`src/rtl/digit_step_counter.sv`:
```
// Button-driven 3-bit up/down counter feeding the 7-segment decoder inputs B,C,D.
// Debounces step and run/stop buttons; run mode steps the count at a fixed tick rate.
module digit_step_counter #(
    parameter int unsigned DEBOUNCE_CYCLES = 16,
    parameter int unsigned TICK_DIV        = 50000000
) (
    input  logic clk,
    input  logic rst_n,
    input  logic btn_step,
    input  logic btn_run,
    input  logic dir,
    output logic B,
    output logic C,
    output logic D,
    output logic running,
    output logic wrap
);

    localparam int unsigned DbW = $clog2(DEBOUNCE_CYCLES);
    localparam int unsigned PsW = $clog2(TICK_DIV);
    localparam logic [DbW-1:0] DbMax = DbW'(DEBOUNCE_CYCLES - 1);
    localparam logic [PsW-1:0] PsMax = PsW'(TICK_DIV - 1);

    typedef enum logic {StIdle, StRun} state_e;

    // Bit 0: step button, bit 1: run button, bit 2: direction switch.
    logic [2:0] meta_q, sync_q;

    logic [1:0]     deb_q, deb_d, deb_dly_q;
    logic [DbW-1:0] db_cnt_q [2];
    logic [DbW-1:0] db_cnt_d [2];

    state_e         state_q, state_d;
    logic [PsW-1:0] presc_q, presc_d;
    logic [2:0]     count_q, count_d;
    logic           wrap_q, wrap_d;

    logic [1:0] press;
    logic       step_press, run_press, tick, step;

    always_ff @(posedge clk or negedge rst_n) begin
        if (!rst_n) begin
            meta_q <= '0;
            sync_q <= '0;
        end else begin
            meta_q <= {dir, btn_run, btn_step};
            sync_q <= meta_q;
        end
    end

    always_comb begin
        deb_d = deb_q;
        for (int i = 0; i < 2; i++) begin
            db_cnt_d[i] = '0;
            if (sync_q[i] != deb_q[i]) begin
                if (db_cnt_q[i] == DbMax) begin
                    deb_d[i] = ~deb_q[i];
                end else begin
                    db_cnt_d[i] = db_cnt_q[i] + 1'b1;
                end
            end
        end
    end

    always_ff @(posedge clk or negedge rst_n) begin
        if (!rst_n) begin
            deb_q     <= '0;
            deb_dly_q <= '0;
            for (int i = 0; i < 2; i++) begin
                db_cnt_q[i] <= '0;
            end
        end else begin
            deb_q     <= deb_d;
            deb_dly_q <= deb_q;
            for (int i = 0; i < 2; i++) begin
                db_cnt_q[i] <= db_cnt_d[i];
            end
        end
    end

    assign press      = deb_q & ~deb_dly_q;
    assign step_press = press[0];
    assign run_press  = press[1];

    // Run FSM: state register, next state, outputs.
    always_ff @(posedge clk or negedge rst_n) begin
        if (!rst_n) begin
            state_q <= StIdle;
        end else begin
            state_q <= state_d;
        end
    end

    always_comb begin
        state_d = state_q;
        if (run_press) begin
            state_d = (state_q == StIdle) ? StRun : StIdle;
        end
    end

    always_comb begin
        running = (state_q == StRun);
    end

    // A stop press in the tick cycle wins, so no step slips out while leaving RUN.
    assign tick = running && !run_press && (presc_q == PsMax);

    always_comb begin
        presc_d = '0;
        if (running && !run_press && !tick) begin
            presc_d = presc_q + 1'b1;
        end
    end

    assign step = step_press | tick;

    always_comb begin
        count_d = count_q;
        wrap_d  = 1'b0;
        if (step) begin
            if (sync_q[2]) begin
                count_d = count_q + 3'd1;
                wrap_d  = (count_q == 3'd7);
            end else begin
                count_d = count_q - 3'd1;
                wrap_d  = (count_q == 3'd0);
            end
        end
    end

    always_ff @(posedge clk or negedge rst_n) begin
        if (!rst_n) begin
            presc_q <= '0;
            count_q <= '0;
            wrap_q  <= 1'b0;
        end else begin
            presc_q <= presc_d;
            count_q <= count_d;
            wrap_q  <= wrap_d;
        end
    end

    assign B    = count_q[2];
    assign C    = count_q[1];
    assign D    = count_q[0];
    assign wrap = wrap_q;

endmodule

```
`config.mk`:
```
export PLATFORM = sky130hd
export DESIGN_NAME = digit_step_counter
export DESIGN_NICKNAME = d
export VERILOG_FILES = /design/src/rtl/digit_step_counter.sv
export SDC_FILE = /design/constraint.sdc
export NUM_CORES = 1
export LEC_CHECK = 0
export ABC_AREA = 1
export ABC_CLOCK_PERIOD_IN_PS = 1550
export BUFFER_PORTS_ARGS = -buffer_cell sky130_fd_sc_hd__buf_2
export CORE_MARGIN = 2
export CORE_UTILIZATION = 30
export CTS_CLUSTER_SIZE = 20
export DETAILED_ROUTE_END_ITERATION = 8
export PLACE_DENSITY = 0.49
export SLEW_MARGIN = 5
export SYNTH_ARGS = -nofsm -noshare
export SYNTH_HDL_FRONTEND = slang
export SYNTH_SLANG_ARGS = --single-unit
```
`constraint.sdc`:
```
create_clock -name clk -period 1.55 [get_ports clk]
set_input_delay 0.155 -clock clk [delete_from_list [all_inputs] [get_ports clk]]
set_output_delay 0.155 -clock clk [all_outputs]
set_load 0.01 [all_outputs]
```
==> results of run 1 <==
[cell usage after synthesis]
master and count:
a21oi_1 3, buf_12 1, buf_6 1, dfrtp_1 49
fa_1 1, ha_1 3, inv_1 29, inv_2 1
mux2_2 2, nand2_1 85, nand2_2 3, nand2_4 1
nand3_1 23, nand3_2 1, nor2_1 64, nor2_2 12
nor2_4 3, nor3_1 5, o21ai_0 2, o21bai_1 1
xnor2_1 12, xor2_1 6
[worst max-delay path by stage]
stage / start / end / slack (ps) / cells after the start
after CTS: presc_q[1]$_DFF_PN0_ / presc_q[20]$_DFF_PN0_ / 80 / 8
after global placement: presc_q[6]$_DFF_PN0_ / presc_q[13]$_DFF_PN0_ / 40 / 7
final: presc_q[1]$_DFF_PN0_ / presc_q[0]$_DFF_PN0_ / 140 / 8
after global routing: presc_q[12]$_DFF_PN0_ / count_q[2]$_DFFE_PN0P_ / -7 / 8
after detailed placement: presc_q[1]$_DFF_PN0_ / presc_q[18]$_DFF_PN0_ / 2 / 8
after floorplan: presc_q[0]$_DFF_PN0_ / presc_q[12]$_DFF_PN0_ / 60 / 9
[power groups by stage]
| stage | Combinational [mW] | Clock [mW] | Sequential [mW] |
|---|---|---|---|
| floorplan | 0.0446 | 0 | 1.34 |
| global placement | 0.0905 | 0 | 1.34 |
| global route | 0.115 | 0.832 | 1.32 |
| finish | 0.101 | 0.754 | 1.32 |
| detailed placement | 0.0919 | 0 | 1.34 |
| CTS | 0.102 | 0.792 | 1.32 |
[per-stage QoR]
step	worst slack, ps	util	power (mW)	instance area (sq um)	setup TNS, ps
floorplan	61.9	-	1.39	2490	0
global placement	36.8	0.334	1.43	2710	0
detailed placement	2.42	0.334	1.43	2710	0
CTS	81.8	0.350	2.21	2850	0
global route	-7.29	0.357	2.27	2900	-7.29
finish	140	0.357	2.17	2900	0
[flip-flops by register name, indices dropped and copies added (netlist names)]
register,flops
db_cnt_q,8
count_q,3
meta_q,3
sync_q,3
wrap,1
running,1
deb_q,2
presc_q,26
deb_dly_q,2
[final cells by class]
cell class,instances,area [sq um],share of cell area
clock buffer,6,72.6,0.0250
inverter,30,113,0.0388
clock inverter,2,15.0,0.00517
tap,105,131,0.0453
multi-input combinational,229,1170,0.403
sequential,49,1230,0.423
timing repair buffer,23,173,0.0595
[kinds of logic after synthesis]
kind of cell,Yosys count,synth area share
simple gates,197,0.341
flops,49,0.493
buf+inv,32,0.0578
xor+xnor,18,0.0633
compound gates,6,0.0131
fa+ha+maj,4,0.0231
mux,2,0.00905
[what timing repair did]
| action | in CTS | in global routing |
|---|---|---|
| hold buffers | 4 | 0 |
| pin swaps | 0 | 1 |
| hold endpoints to repair | 52 | 0 |
| cloned | 0 | 2 |
| setup endpoints to repair | 10 | 19 |
| resized for setup | 1 | 6 |
| setup buffers | 0 | 1 |
[worst min-delay path, stage by stage]
cell and delay (ps):
dlygate4sd3_1 520, buf_2 120, buf_12 260
[routing by layer]
layer | vias to the layer above | GRT usage | share of wire
met5 | - | 0 | 0
met4 | 0 | 0.0423 | 0.011
met3 | 6 | 0.0261 | 0.036
met2 | 26 | 0.202 | 0.46
met1 | 894 | 0.165 | 0.50
li1 | 1004 | - | -
==> flow_metrics.tcl, run 1 <==
set metrics [dict create \
    drv_slew 0 \
    grt_pass1_wl_um 8690 \
    pwr_density_cell_nw_per_um2 748 \
    grt_max_degree 50 \
    yosysSeqAreaShare 0.493 \
    hold_violations 0 \
    grt_usage 0.124 \
    die_x_um 95.1 \
    arrival_ps 1610 \
    mostFrequentLayoutCells "nand2_1, nor2_1, dfrtp_1" \
    post-route-min-period_ps 1410 \
    overflow 0 \
    drt_iter0_markers 73 \
    synth_top_area_cell "dfrtp_1" \
    pwr-share-comb 0.046 \
    min_path_type "primary input to async pin" \
    synth-warning-count 0 \
    ios 10 \
    insertedDiodeCount 0 \
    detail-route-antenna-nets 0 \
    switching_share 0.236 \
    cp_num_buf_inv 1 \
    drcViolationCount 0 \
    routed_wl_um 5270 \
    fin_cells 444 \
    port_buffers 9 \
    n_fill_cell 845 \
    ir_drop_uv 321 \
    crit_path_top_delay_cell "dfrtp_1" \
    cp_top_family "simple AND/OR/NAND/NOR gates" \
    timing.rr.start "presc_q[1]$_DFF_PN0_" \
    clk_latency_ps 310 \
    rrSetupSlack_ps 140 \
    tightestPinTransition_ps 294 \
    synthesis.area_sq_um 2490 \
    hpwlAfterDp_um 3680 \
    numCtsBuffers 5 \
    avgSynthCellArea_sq_um 8.08 \
    period_share 0.910 \
    clkPwrFrac 0.347 \
    gp_congestion 0.888 \
    routedWlPerCell_um 11.9 \
    slowest_delay_ps 370 \
    leakagePower_nw 1.21 \
    synth_nets 317 \
    root_buffer "clkbuf_8" \
    synth.distinct_cells 22 \
    core_area_sq_um 8130 \
    placedCellCount 429 \
    layout_commonest_cell "nand2_1" \
    antenna_found_initial 0 \
    clkTransAtPathRegs_ps 90 \
    p_sw_mw 0.513 \
    yosysTopAreaCellShare 0.493 \
    r2r_end "presc_q[0]$_DFF_PN0_" \
    cp_max_fo 6 \
    drive_gt1_frac 0.162 \
    ys_ff_latch 49 \
    cts_tree "built" \
    dr.pass1.iters 5 \
    reg2reg_depth 8 \
    crit_path_cell_trace "ha_1, nand2_2, nor2_4, inv_2, nor2_4, nand2_4, nand2_4, nor2_2" \
    die_area_sq_um 9040 \
    grt_pass1_vias 1862 \
    area_growth_pct 16.6 \
    numClockSinks 49 \
    drt-vias-per-instance 4.35 \
    p_seq_frac 0.606 \
    max_cap_violations 0 \
    clock_skew_ps 3.47 \
    crit_type "flip-flop to flip-flop" \
    slew_headroom 0.803 \
    vias 1930 \
    cp-end-kind "flip-flop" \
    status "finished clean" \
    rsz0062_at_grt "yes" \
    internal_power_mw 1.66 \
    required_ps 1750 \
    fmax_ghz 0.709 \
    nets 347 \
    netlist_instances 308 \
    die_height_um 95.1 \
    start_util 0.306 \
    worst_setup_path_start_kind "flip-flop" \
    rows 33 \
    synthTopCellsByArea "dfrtp_1, nand2_1, nor2_1" \
    fin_hold_ws_ps 356 \
    htree_levels 2 \
    finalSetupViolations 0 \
    clockBufferDepth 2 \
]
Power figures use the tool's default switching activity.
==> run 2: changes to the inputs <==
--- a/config.mk
+++ b/config.mk
@@ -6,13 +6,14 @@
 export NUM_CORES = 1
 export LEC_CHECK = 0
 export ABC_AREA = 1
-export ABC_CLOCK_PERIOD_IN_PS = 1550
+export ABC_CLOCK_PERIOD_IN_PS = 1600
 export BUFFER_PORTS_ARGS = -buffer_cell sky130_fd_sc_hd__buf_2
+export CAP_MARGIN = 15
 export CORE_MARGIN = 2
 export CORE_UTILIZATION = 30
 export CTS_CLUSTER_SIZE = 20
 export DETAILED_ROUTE_END_ITERATION = 8
-export PLACE_DENSITY = 0.49
+export PLACE_DENSITY = 0.48
 export SLEW_MARGIN = 5
 export SYNTH_ARGS = -nofsm -noshare
 export SYNTH_HDL_FRONTEND = slang
==> constraint.sdc (replaced) <==
create_clock -name clk -period 1.6 [get_ports clk]
set_input_delay 0.16 -clock clk [delete_from_list [all_inputs] [get_ports clk]]
set_output_delay 0.16 -clock clk [all_outputs]
set_load 0.01 [all_outputs]
==> run 2 against run 1 <==
Clock-buffer cell count down 1. Register-to-register slack better by 30 ps. Via count decreased by 1.6%. Setup slack better by 31 ps. Cell count is 1.1% lower. Fmax shrank 1.3%. Final area decreased by 2.2%. Hold slack got worse by 0.80 ps.
==> flow_metrics.tcl, run 2 (same netlist as run 1, synthesis figures left out) <==
set metrics [dict create \
    status "finished clean" \
    finalSetupViolations 0 \
    port_buffers 9 \
    overflow 0 \
    ios 10 \
    required_ps 1790 \
    numCtsBuffers 5 \
    grt_pass1_wl_um 8830 \
    leakagePower_nw 1.19 \
    nets 342 \
    rows 33 \
    cp-end-kind "flip-flop" \
    cts_tree "built" \
    top_layer_used "met4" \
    htree_levels 2 \
    hold_violations 0 \
    met3_length_um 114 \
    mostFrequentLayoutCells "nand2_1, nor2_1, dfrtp_1" \
    largest_register_ffs 26 \
    crit_path_top_delay_cell "dfrtp_1" \
    crit_path_cell_trace "ha_1, nand2_2, nor2_4, inv_2, nor2_4, nand2_2, nand2_8, nor2_1" \
    slowest_delay_ps 380 \
    fin_setup_tns_ps 0 \
    layout_commonest_cell "nand2_1" \
    grt_usage 0.126 \
    max_cap_violations 0 \
    power.total_mw 2.12 \
    crit_type "flip-flop to flip-flop" \
    detail-route-antenna-nets 0 \
    clk_latency_ps 310 \
    antenna_found_initial 0 \
    wirelength_met1_um 2480 \
    area_growth_pct 14.1 \
    vias 1900 \
    clkTransAtPathRegs_ps 90 \
    fmax_ghz 0.700 \
    start_util 0.306 \
    biggestRegsByFlops "presc_q x26, db_cnt_q x8" \
    drive_gt1_frac 0.144 \
    core_area_sq_um 8130 \
    die_x_um 95.1 \
    wl_met2_um 2260 \
    top_register "presc_q" \
    tightestPinTransition_ps 268 \
    n_fill_cell 846 \
    post-route-min-period_ps 1430 \
    worst_setup_path_start_kind "flip-flop" \
    die_area_sq_um 9040 \
    grt_max_degree 50 \
    rsz0062_at_grt "no" \
    drv_slew 0 \
    cp_num_buf_inv 1 \
    root_buffer "clkbuf_8" \
    cp_top_family "simple AND/OR/NAND/NOR gates" \
    arrival_ps 1620 \
    numClockSinks 49 \
    die_height_um 95.1 \
    routedWlPerCell_um 11.2 \
    ir_drop_uv 320 \
    period_share 0.893 \
    clockBufferDepth 2 \
    drt-vias-per-instance 4.33 \
    clock_skew_ps 7.06 \
    insertedDiodeCount 0 \
    cts_setup_buffers 0 \
    gp_congestion 0.892 \
    routed_wl_um 4920 \
    cp_max_fo 25 \
    min_path_type "flip-flop to flip-flop" \
    pwr_density_cell_nw_per_um2 745 \
    slew_headroom 0.822 \
    dr.pass1.iters 4 \
    drcViolationCount 0 \
    grt_pass1_vias 1956 \
    drt_iter0_markers 59 \
    hpwlAfterDp_um 3640 \
]
-- run 2: cell types whose count changed in the layout (fill, tap and decap cells not counted) --
cell | before | now
nand2_8 | 2 | 1
clkinvlp_4 | 2 | 1
buf_4 | 9 | 6
nand2_4 | 2 | 0
nor2_1 | 62 | 63
inv_6 | 0 | 1
nand2_1 | 84 | 85
dfrtp_1 | 48 | 49
clkinv_2 | 0 | 1
dfrtp_2 | 1 | 0
clkbuf_1 | 1 | 0
nor2_2 | 14 | 13
-- run 2: layout make-up --
| class | instances | area, sq um | area share |
|---|---|---|---|
| Tap cell | 105 | 131 | 0.0463 |
| Multi-Input combinational cell | 227 | 1130 | 0.398 |
| Clock buffer | 5 | 68.8 | 0.0242 |
| Clock inverter | 3 | 21.3 | 0.00749 |
| Sequential cell | 49 | 1230 | 0.432 |
| Inverter | 30 | 113 | 0.0396 |
| Timing Repair Buffer | 20 | 150 | 0.0529 |
-- run 2: path summary, 6_finish.rpt --
kind                                      start                    end  slack (ps)  depth (start not counted)
setup / recovery           presc_q[1]$_DFF_PN0_  presc_q[20]$_DFF_PN0_         170                          8
hold / removal              meta_q[2]$_DFF_PN0_    sync_q[2]$_DFF_PN0_         350                          0
setup reg to reg           presc_q[1]$_DFF_PN0_  presc_q[20]$_DFF_PN0_         170                          8
hold reg to reg             meta_q[2]$_DFF_PN0_    sync_q[2]$_DFF_PN0_         350                          0
max in group asynchronous                 rst_n  presc_q[24]$_DFF_PN0_        1010                          3
min in group asynchronous                 rst_n  db_cnt_q[0]$_DFF_PN0_         360                          3
-- run 2: stage by stage --
step / instances / cell area, sq um / utilization / hold WS (ps) / setup WS (ps)
floorplan: 308 / 2490 / - / -136 / 112
global placement: 427 / 2700 / 0.332 / 173 / 104
detailed placement: 427 / 2700 / 0.332 / 172 / 70.8
CTS: 439 / 2830 / 0.348 / 359 / 61.3
global route: 439 / 2840 / 0.349 / 366 / 26.5
finish: 439 / 2840 / 0.349 / 355 / 171
-- run 2: worst reg2reg max path, cell delays in order, from the launching register on --
cell and delay, ps:
dfrtp_1 380, ha_1 190, nand2_2 80, nor2_4 120, inv_2 60, nor2_4 110, nand2_2 100, nand2_8 200
nor2_1 80
-- run 2: repair_timing --
item	CTS	global route
endpoints found under the setup margin	0	18
hold endpoints to repair	52	0
resized for setup	0	2
hold buffers	4	0
-- run 2: power by group --
group / internal, mW / switching (mW) / total, mW / leakage (nW)
logic: 0.0379 / 0.0555 / 0.0934 / 0.477
clock network: 0.311 / 0.437 / 0.747 / 0.0445
registers: 1.26 / 0.0156 / 1.28 / 0.666
-- run 2: per-layer routing --
metal / track usage / vias to the layer above
li1: - / 995
met1: 0.164 / 877
met2: 0.210 / 19
met3: 0.0261 / 9
met4: 0.0374 / 0
met5: 0 / -
